File: config.mk
export PLATFORM = sky130hd
export DESIGN_NAME = gpio_cfg_loader
export DESIGN_NICKNAME = d
export VERILOG_FILES = /design/src/rtl/gpio_cfg_loader.sv
export SDC_FILE = /design/constraint.sdc
export NUM_CORES = 1
export LEC_CHECK = 0
export BUFFER_PORTS_ARGS = -buffer_cell sky130_fd_sc_hd__buf_2
export CORE_MARGIN = 8
export CORE_UTILIZATION = 55
export CTS_CLUSTER_SIZE = 8
export DETAILED_ROUTE_END_ITERATION = 10
export GPL_TIMING_DRIVEN = 1
export PLACE_DENSITY = 0.73
export SLEW_MARGIN = 15
export SYNTH_ARGS = -nofsm -noshare
export SYNTH_HDL_FRONTEND = slang
export SYNTH_SLANG_ARGS = --single-unit
File: constraint.sdc
create_clock -name mclk -period 3.3 [get_ports mclk]
set_input_delay 0.66 -clock mclk [delete_from_list [all_inputs] [get_ports mclk]]
set_output_delay 0.66 -clock mclk [all_outputs]
set_load 0.02 [all_outputs]
File: src/rtl/gpio_cfg_loader.sv
// gpio_cfg_loader
// Serial configuration master for the GPIO pad bank daisy chain. It keeps one
// control word per pad and, on request or once after reset, shifts the whole
// chain out MSB-first. A serial_load strobe then latches every pad at once.

module gpio_cfg_loader #(
  parameter int                       OPENFRAME_IO_PADS = 6,
  parameter int                       PAD_CTRL_BITS     = 12,
  parameter logic [PAD_CTRL_BITS-1:0] GPIO_DEFAULTS     = 12'hC00,
  parameter int                       CLK_DIV           = 2,
  parameter bit                       AUTO_LOAD         = 1'b1
) (
  input  logic                                 mclk,
  input  logic                                 resetn,
  input  logic                                 cfg_we,
  input  logic [$clog2(OPENFRAME_IO_PADS)-1:0] cfg_addr,
  input  logic [PAD_CTRL_BITS-1:0]             cfg_wdata,
  output logic [PAD_CTRL_BITS-1:0]             cfg_rdata,
  input  logic                                 xfer_start,
  output logic                                 xfer_busy,
  output logic                                 xfer_done,
  output logic                                 serial_clock_out,
  output logic                                 serial_data_out,
  output logic                                 serial_load_out
);

  localparam int N   = OPENFRAME_IO_PADS * PAD_CTRL_BITS;
  localparam int AW  = $clog2(OPENFRAME_IO_PADS);
  localparam int BCW = $clog2(N + 1);
  localparam int DCW = $clog2(CLK_DIV + 1);

  // Terminal counts: the bit counter exits on its last bit, the divider on its
  // last cycle of a phase, so neither ever wraps.
  localparam logic [BCW-1:0] LAST_BIT = BCW'(N - 1);
  localparam logic [DCW-1:0] DIV_LAST = DCW'(CLK_DIV - 1);
  localparam logic [BCW-1:0] BIT_ONE  = BCW'(1);
  localparam logic [DCW-1:0] DIV_ONE  = DCW'(1);

  typedef enum logic [2:0] {
    ST_IDLE     = 3'd0,
    ST_SHIFT_LO = 3'd1,
    ST_SHIFT_HI = 3'd2,
    ST_LOAD     = 3'd3,
    ST_DONE     = 3'd4
  } state_t;

  logic [PAD_CTRL_BITS-1:0] cfg_mem_r [OPENFRAME_IO_PADS];
  logic [N-1:0]             snap_s;
  logic [PAD_CTRL_BITS-1:0] rdata_s;

  state_t                   state_r;
  logic [N-1:0]             shift_r;
  logic [BCW-1:0]           bit_cnt_r;
  logic [DCW-1:0]           div_cnt_r;
  logic                     auto_pend_r;
  logic                     busy_r;
  logic                     done_r;
  logic                     sclk_r;
  logic                     sdata_r;
  logic                     sload_r;

  // Register file: in-range writes land on the next edge in every FSM state;
  // addresses past the last pad match no entry and are dropped.
  always_ff @(posedge mclk or negedge resetn) begin
    if (!resetn) begin
      for (int i = 0; i < OPENFRAME_IO_PADS; i++) begin
        cfg_mem_r[i] <= GPIO_DEFAULTS;
      end
    end else begin
      for (int i = 0; i < OPENFRAME_IO_PADS; i++) begin
        if (cfg_we && (cfg_addr == AW'(i))) begin
          cfg_mem_r[i] <= cfg_wdata;
        end else begin
          cfg_mem_r[i] <= cfg_mem_r[i];
        end
      end
    end
  end

  // Combinational read port; an out-of-range address matches nothing and reads 0.
  always_comb begin
    rdata_s = '0;
    for (int i = 0; i < OPENFRAME_IO_PADS; i++) begin
      rdata_s = (cfg_addr == AW'(i)) ? cfg_mem_r[i] : rdata_s;
    end
  end

  // Pack the chain image with the highest pad on top so it leaves first.
  always_comb begin
    snap_s = '0;
    for (int i = 0; i < OPENFRAME_IO_PADS; i++) begin
      snap_s[i*PAD_CTRL_BITS +: PAD_CTRL_BITS] = cfg_mem_r[i];
    end
  end

  // Transfer sequencer: every serial output and status flag is a flop that is
  // updated alongside the state, so the pad chain never sees a glitch.
  always_ff @(posedge mclk or negedge resetn) begin
    if (!resetn) begin
      state_r     <= ST_IDLE;
      shift_r     <= '0;
      bit_cnt_r   <= '0;
      div_cnt_r   <= '0;
      auto_pend_r <= AUTO_LOAD;
      busy_r      <= 1'b0;
      done_r      <= 1'b0;
      sclk_r      <= 1'b0;
      sdata_r     <= 1'b0;
      sload_r     <= 1'b0;
    end else begin
      case (state_r)
        ST_IDLE: begin
          sclk_r  <= 1'b0;
          sload_r <= 1'b0;
          done_r  <= 1'b0;
          // A start request and a pending auto-start merge into one transfer.
          if (xfer_start || auto_pend_r) begin
            state_r     <= ST_SHIFT_LO;
            shift_r     <= snap_s;
            bit_cnt_r   <= '0;
            div_cnt_r   <= '0;
            auto_pend_r <= 1'b0;
            busy_r      <= 1'b1;
            sdata_r     <= snap_s[N-1];
          end else begin
            busy_r  <= 1'b0;
            sdata_r <= 1'b0;
          end
        end

        ST_SHIFT_LO: begin
          if (div_cnt_r == DIV_LAST) begin
            div_cnt_r <= '0;
            sclk_r    <= 1'b1;
            state_r   <= ST_SHIFT_HI;
          end else begin
            div_cnt_r <= div_cnt_r + DIV_ONE;
          end
        end

        ST_SHIFT_HI: begin
          if (div_cnt_r == DIV_LAST) begin
            div_cnt_r <= '0;
            sclk_r    <= 1'b0;
            shift_r   <= shift_r << 1;
            bit_cnt_r <= bit_cnt_r + BIT_ONE;
            // The counter still holds the index of the bit just clocked out.
            if (bit_cnt_r == LAST_BIT) begin
              sload_r <= 1'b1;
              sdata_r <= 1'b0;
              state_r <= ST_LOAD;
            end else begin
              // Next bit changes together with the falling clock edge.
              sdata_r <= shift_r[N-2];
              state_r <= ST_SHIFT_LO;
            end
          end else begin
            div_cnt_r <= div_cnt_r + DIV_ONE;
          end
        end

        ST_LOAD: begin
          if (div_cnt_r == DIV_LAST) begin
            div_cnt_r <= '0;
            sload_r   <= 1'b0;
            done_r    <= 1'b1;
            state_r   <= ST_DONE;
          end else begin
            div_cnt_r <= div_cnt_r + DIV_ONE;
          end
        end

        ST_DONE: begin
          done_r  <= 1'b0;
          busy_r  <= 1'b0;
          state_r <= ST_IDLE;
        end

        default: begin
          state_r   <= ST_IDLE;
          div_cnt_r <= '0;
          bit_cnt_r <= '0;
          busy_r    <= 1'b0;
          done_r    <= 1'b0;
          sclk_r    <= 1'b0;
          sdata_r   <= 1'b0;
          sload_r   <= 1'b0;
        end
      endcase
    end
  end

  assign cfg_rdata        = rdata_s;
  assign xfer_busy        = busy_r;
  assign xfer_done        = done_r;
  assign serial_clock_out = sclk_r;
  assign serial_data_out  = sdata_r;
  assign serial_load_out  = sload_r;

endmodule

### After elaboration in Yosys (flattened, before gate mapping)

Cells that the tools add are included.

| storage, ports and cells | value |
|---|---|
| register bits | 161 |
| latch bits | 0 |
| memory bits (writable) | 0 |
| ROM bits | 0 |
| bits of input ports | 19 |
| output and inout bits | 17 |
| logic and storage cells | 97 |
| memories kept | 0 |

| operators by class | value |
|---|---|
| $add $sub $neg | 2 |
| multipliers | 0 |
| divide/modulo/power cells | 0 |
| $lt $le $gt $ge | 0 |
| equal/unequal tests | 16 |
| shifts and indexed selects | 0 |
| muxes and demuxes | 34 |
| bitwise logic cells | 5 |
| reduce and logical (&&, ||, !) cells | 24 |

Operators by type and width:

| kind | count |
|---|---|
| $mux W71 | 2 |
| $pmux W71 S2 | 1 |
| $mux W12 | 6 |
| $pmux W7 S3 | 1 |
| $mux W7 | 2 |
| $eq A3 B2 Y1 const B | 4 |
| $mux W3 | 4 |
| $pmux W3 S4 | 1 |
| $ne A2 B2 Y1 const B | 5 |
| $eq A3 B3 Y1 const B | 3 |
| $pmux W1 S3 | 3 |
| $reduce_and A3 Y1 | 3 |
| $mux W1 | 8 |
| $reduce_and A2 Y1 | 4 |
| $reduce_and A4 Y1 | 2 |
| $add A7 B1 Y7 const B | 1 |
| $eq A7 B7 Y1 const B | 1 |
| $eq A3 B1 Y1 const B | 2 |
| $logic_and A1 B1 Y1 | 6 |
| $logic_not A3 Y1 | 2 |
| $mux W2 | 3 |
| $pmux W2 S3 | 1 |
| $reduce_or A2 Y1 | 3 |
| $reduce_or A3 Y1 | 2 |
| other kinds (6) | 11 |

### Logic depth before layout (Yosys ltp)

| depth | value |
|---|---|
| depth in word-level cells | 7 |
| mapped depth | 6 |
| mapped depth without buffers | 4 |

### Least setup slack after synthesis

OpenSTA, ideal clock, no wires.

| timing path | value |
|---|---|
| path type | input port to output port |
| from | input port cfg_addr[0] |
| to | output port cfg_rdata[10] |
| data arrival time | 1.801 ns |
| required time | 2.640 ns |
| setup slack | 0.839 ns |
| cell stages on the path | 5 |
| path buffers | 2 |
| cells stage by stage | buf_2 > buf_2 > mux2i_1 > o2bb2ai_1 > a221o_1 |

| on the way | value |
|---|---|
| word-level cells in the longest chain between the ends | 7 |
| elaborated cells between the ends (all ways) | 12 |
| those cells by class | eq/ne: 5; mux: 6; reduce/logical: 1 |

Ends and longest elaborated chain:

| item | RTL line | source |
|---|---|---|
| start, declared | 16 | `input logic [$clog2(OPENFRAME_IO_PADS)-1:0] cfg_addr,` |
| $logic_not A3 Y1 | 84 | `rdata_s = (cfg_addr == AW'(i)) ? cfg_mem_r[i] : rdata_s;` |
| $mux W12 (5 in a row) | 84 |  |
| $mux W12 (*) | 84 |  |
| end, declared | 18 | `output logic [PAD_CTRL_BITS-1:0] cfg_rdata,` |

Mark *: on every way between the ends. The rest lies on a longest branch, timed or not.

### Worst setup path in the final report

| timing path | value |
|---|---|
| from | input port cfg_addr[0] |
| to | output port cfg_rdata[5] |

The elaborated chain is that of the path after synthesis.

==> key figures <==
Status
  – Outcome: completed

STA
  – Endpoints failing hold: 0
  – Fmax: 343 MHz
  – Relative slew slack: 0.549
  – Tmin final: 2910 ps
  – Setup violators final: 0
  – RSZ-0062 raised after global routing: false
  – Clock Skew: 5.82 ps
  – Final period utilization: 0.882
  – Sum Neg Setup Slack: 0 ps
  – Worst-Margin Slew: 676 ps
  – Max-slew violations: 0

Layout
  – Area Growth Syn to Fin: 12.4%
  – Cell area after layout: 8750 sq um
  – Share of layout cells above drive strength 1: 0.543
  – Reg area: 4050 sq um
  – # diodes: 0
  – Multi-input gate area: 3530 sq um
  – # nets final: 609
  – Fillers: 1057

Route
  – Iter 0 DRT Violations: 409
  – Vias: 4685
  – Drt pass-1 iters: 4
  – DR vias/cell: 5.99
  – Routed WL: 17000 microns
  – # DRC: 0
  – ANT nets after route: 0
  – WL/cell: 21.8 microns

Run
  – Maxcap violations: 0

GRT
  – Global-route wire length before repair: 27800 microns
  – Vias in the first global route: 4926
  – Total congestion overflow: 0
  – Gr usage total: 0.198
  – Largest net degree at the start of global routing: 86
  – Initial antenna violation count: 1

Clocking
  – H-tree depth: 4
  – Clock buffer depth: 2
  – CTS tree: built
  – TritonCTS Buffers: 17
  – Post-CTS Setup Bufs: 0
  – Number of hold buffers added after CTS: 0
  – Root Buffer: clkbuf_16
  – CTS resizes: 0
  – Worst skew pair latency: 420 ps
  – Reg clk slew, reported paths: 60 ps
  – # clock sinks: 161

Synth
  – Unique cell type count in the Yosys netlist: 49
  – Post-synth top area share: 0.476
  – #FFs+latches synth: 161
  – Seq/Total Area, Yosys: 0.520
  – Post-synthesis average cell area: 14.1 sq um
  – Yosys top cell by area: dfrtp_1
  – Synthesized Nets: 572
  – Top-count cell post-synth: mux2_2
  – EDFF count, synth: 0
  – Synth top area cells: dfrtp_1 (48%), mux2_2 (28%), dfstp_2 (4.4%)
  – Commonest cells post-synth: mux2_2 (194), dfrtp_1 (148), mux2_4 (19), mux2i_1 (18), nand2_1 (14)
  – FFs w/ async S/R, synth: 1.00
  – Mapped Cells: 552
  – Main flop type after synthesis: dfrtp_1
  – Ys Warns: 0
  – Synth Cell Area: 7790 sq um

Floorplan
  – Num ports: 36
  – Core Region: 13900 sq um
  – Initial Util: 0.561
  – Die area: 18200 sq um
  – Std-Cell Rows: 43
  – Chip width: 135 microns
  – Die height: 135 microns

Setup path
  – CP Launch Type: input pin
  – Reg-to-Reg End: shift_r[23]
  – CP Capture Type: output pin
  – Worst r2r src: state_r[1]
  – CP arrival: 2250 ps
  – Reg2Reg Depth: 4
  – Worst Setup SP: cfg_addr[0]
  – Critical Path RT: 2640 ps
  – Crit-path max FO: 21
  – Setup slack, reg-to-reg: 900 ps
  – Crit Path Class: input pin to output pin

Pwr
  – Worst vdd ir: 0.000338 V
  – P_leak: 0.00392 uW
  – Pwr Total: 4970 uW
  – Power Density: 568 nW/um^2

Placement
  – DP Area: 8170 sq um
  – Post-DP HPWL: 11400 microns
  – PortBufs: 35
  – Routability cong.: 0.825

Worst hold path
  – Worst hold path type: input pin to asynchronous set/reset pin
[cells by family (layout without fill, tap and decap cells)]
family	after synthesis	count (layout)	share of synthesized area
buffers and inverters	43	93	0.0291
adder cells (fa/ha/maj)	1	1	0.00161
multiplexers	238	238	0.359
AO/OA/AOI/OAI	51	51	0.0489
AND/OR/NAND/NOR	58	58	0.0418
flip-flops	161	161	0.520
[where the power goes]
group	internal [uW]	switching, uW	total (uW)	leakage, uW
Clock	1130	778	1910	0.000283
Sequential	2200	164	2360	0.00206
Combinational	399	303	702	0.00157
Total	3720	1250	4970	0.00392
[layer usage]
layer | GRT usage | share of wire | up-vias
li1 | - | - | 2111
met1 | 0.262 | 0.46 | 2489
met2 | 0.316 | 0.49 | 62
met3 | 0.0397 | 0.032 | 21
met4 | 0.0728 | 0.015 | 2
met5 | 0 | 0.00071 | -
[flip-flops by register name (all words and copies together), names as in the netlist]
name and cells:
auto_pend_r 1, state_r 3, serial_load_out 1, cfg_mem_r 72, serial_clock_out 1, xfer_done 1
div_cnt_r 2, shift_r 71, bit_cnt_r 7, serial_data_out 1, xfer_busy 1
[worst max-delay path by stage]
| stage | depth (start not counted) | to |
|---|---|---|
| 6_report | 6 | cfg_rdata[5] |
| 5_1_grt | 6 | cfg_rdata[5] |
| 4_1_cts | 6 | cfg_rdata[5] |
| 3_5_place_dp | 5 | cfg_rdata[2] |
| 3_3_place_gp | 5 | cfg_rdata[2] |
| 2_1_floorplan | 5 | cfg_rdata[10] |
[per-stage QoR]
stage | instances | hold WS, ps | utilization | setup slack (ps)
floorplan | 552 | 364 | - | 839
global placement | 750 | 479 | 0.589 | 485
detailed placement | 750 | 483 | 0.589 | 423
CTS | 782 | 148 | 0.630 | 412
global route | 782 | 169 | 0.630 | 335
finish | 782 | 148 | 0.630 | 388
[final cells by class]
type	instances	share of cell area
Inverter	9	0.00386
Sequential cell	161	0.463
Clock inverter	10	0.00944
Timing Repair Buffer	52	0.0382
Tap cell	180	0.0257
Clock buffer	22	0.0565
Multi-Input combinational cell	348	0.403
[cells in the final DEF (no fill, tap or decap), drive strengths merged, types with 3 or more instances in the layout]
cell type,netlist,final
or3,5,5
nand2b,4,4
a221o,6,6
nand2,14,14
dfstp,13,13
clkbuf,13,22
o31ai,3,3
clkinv,0,6
clkinvlp,0,3
mux2i,18,18
inv,9,9
mux4,6,6
nor2,13,13
a21oi,10,10
buf,21,52
nand3,6,6
dfrtp,148,148
o2bb2ai,6,6
mux2,214,214
o21ai,12,12
[critical path, stage by stage]
cell and delay, ps:
buf_2 490, buf_4 290, mux2i_1 260, nor2_1 80, a221o_1 290, buf_2 160
Note: power is estimated with default switching activity, not from simulation.
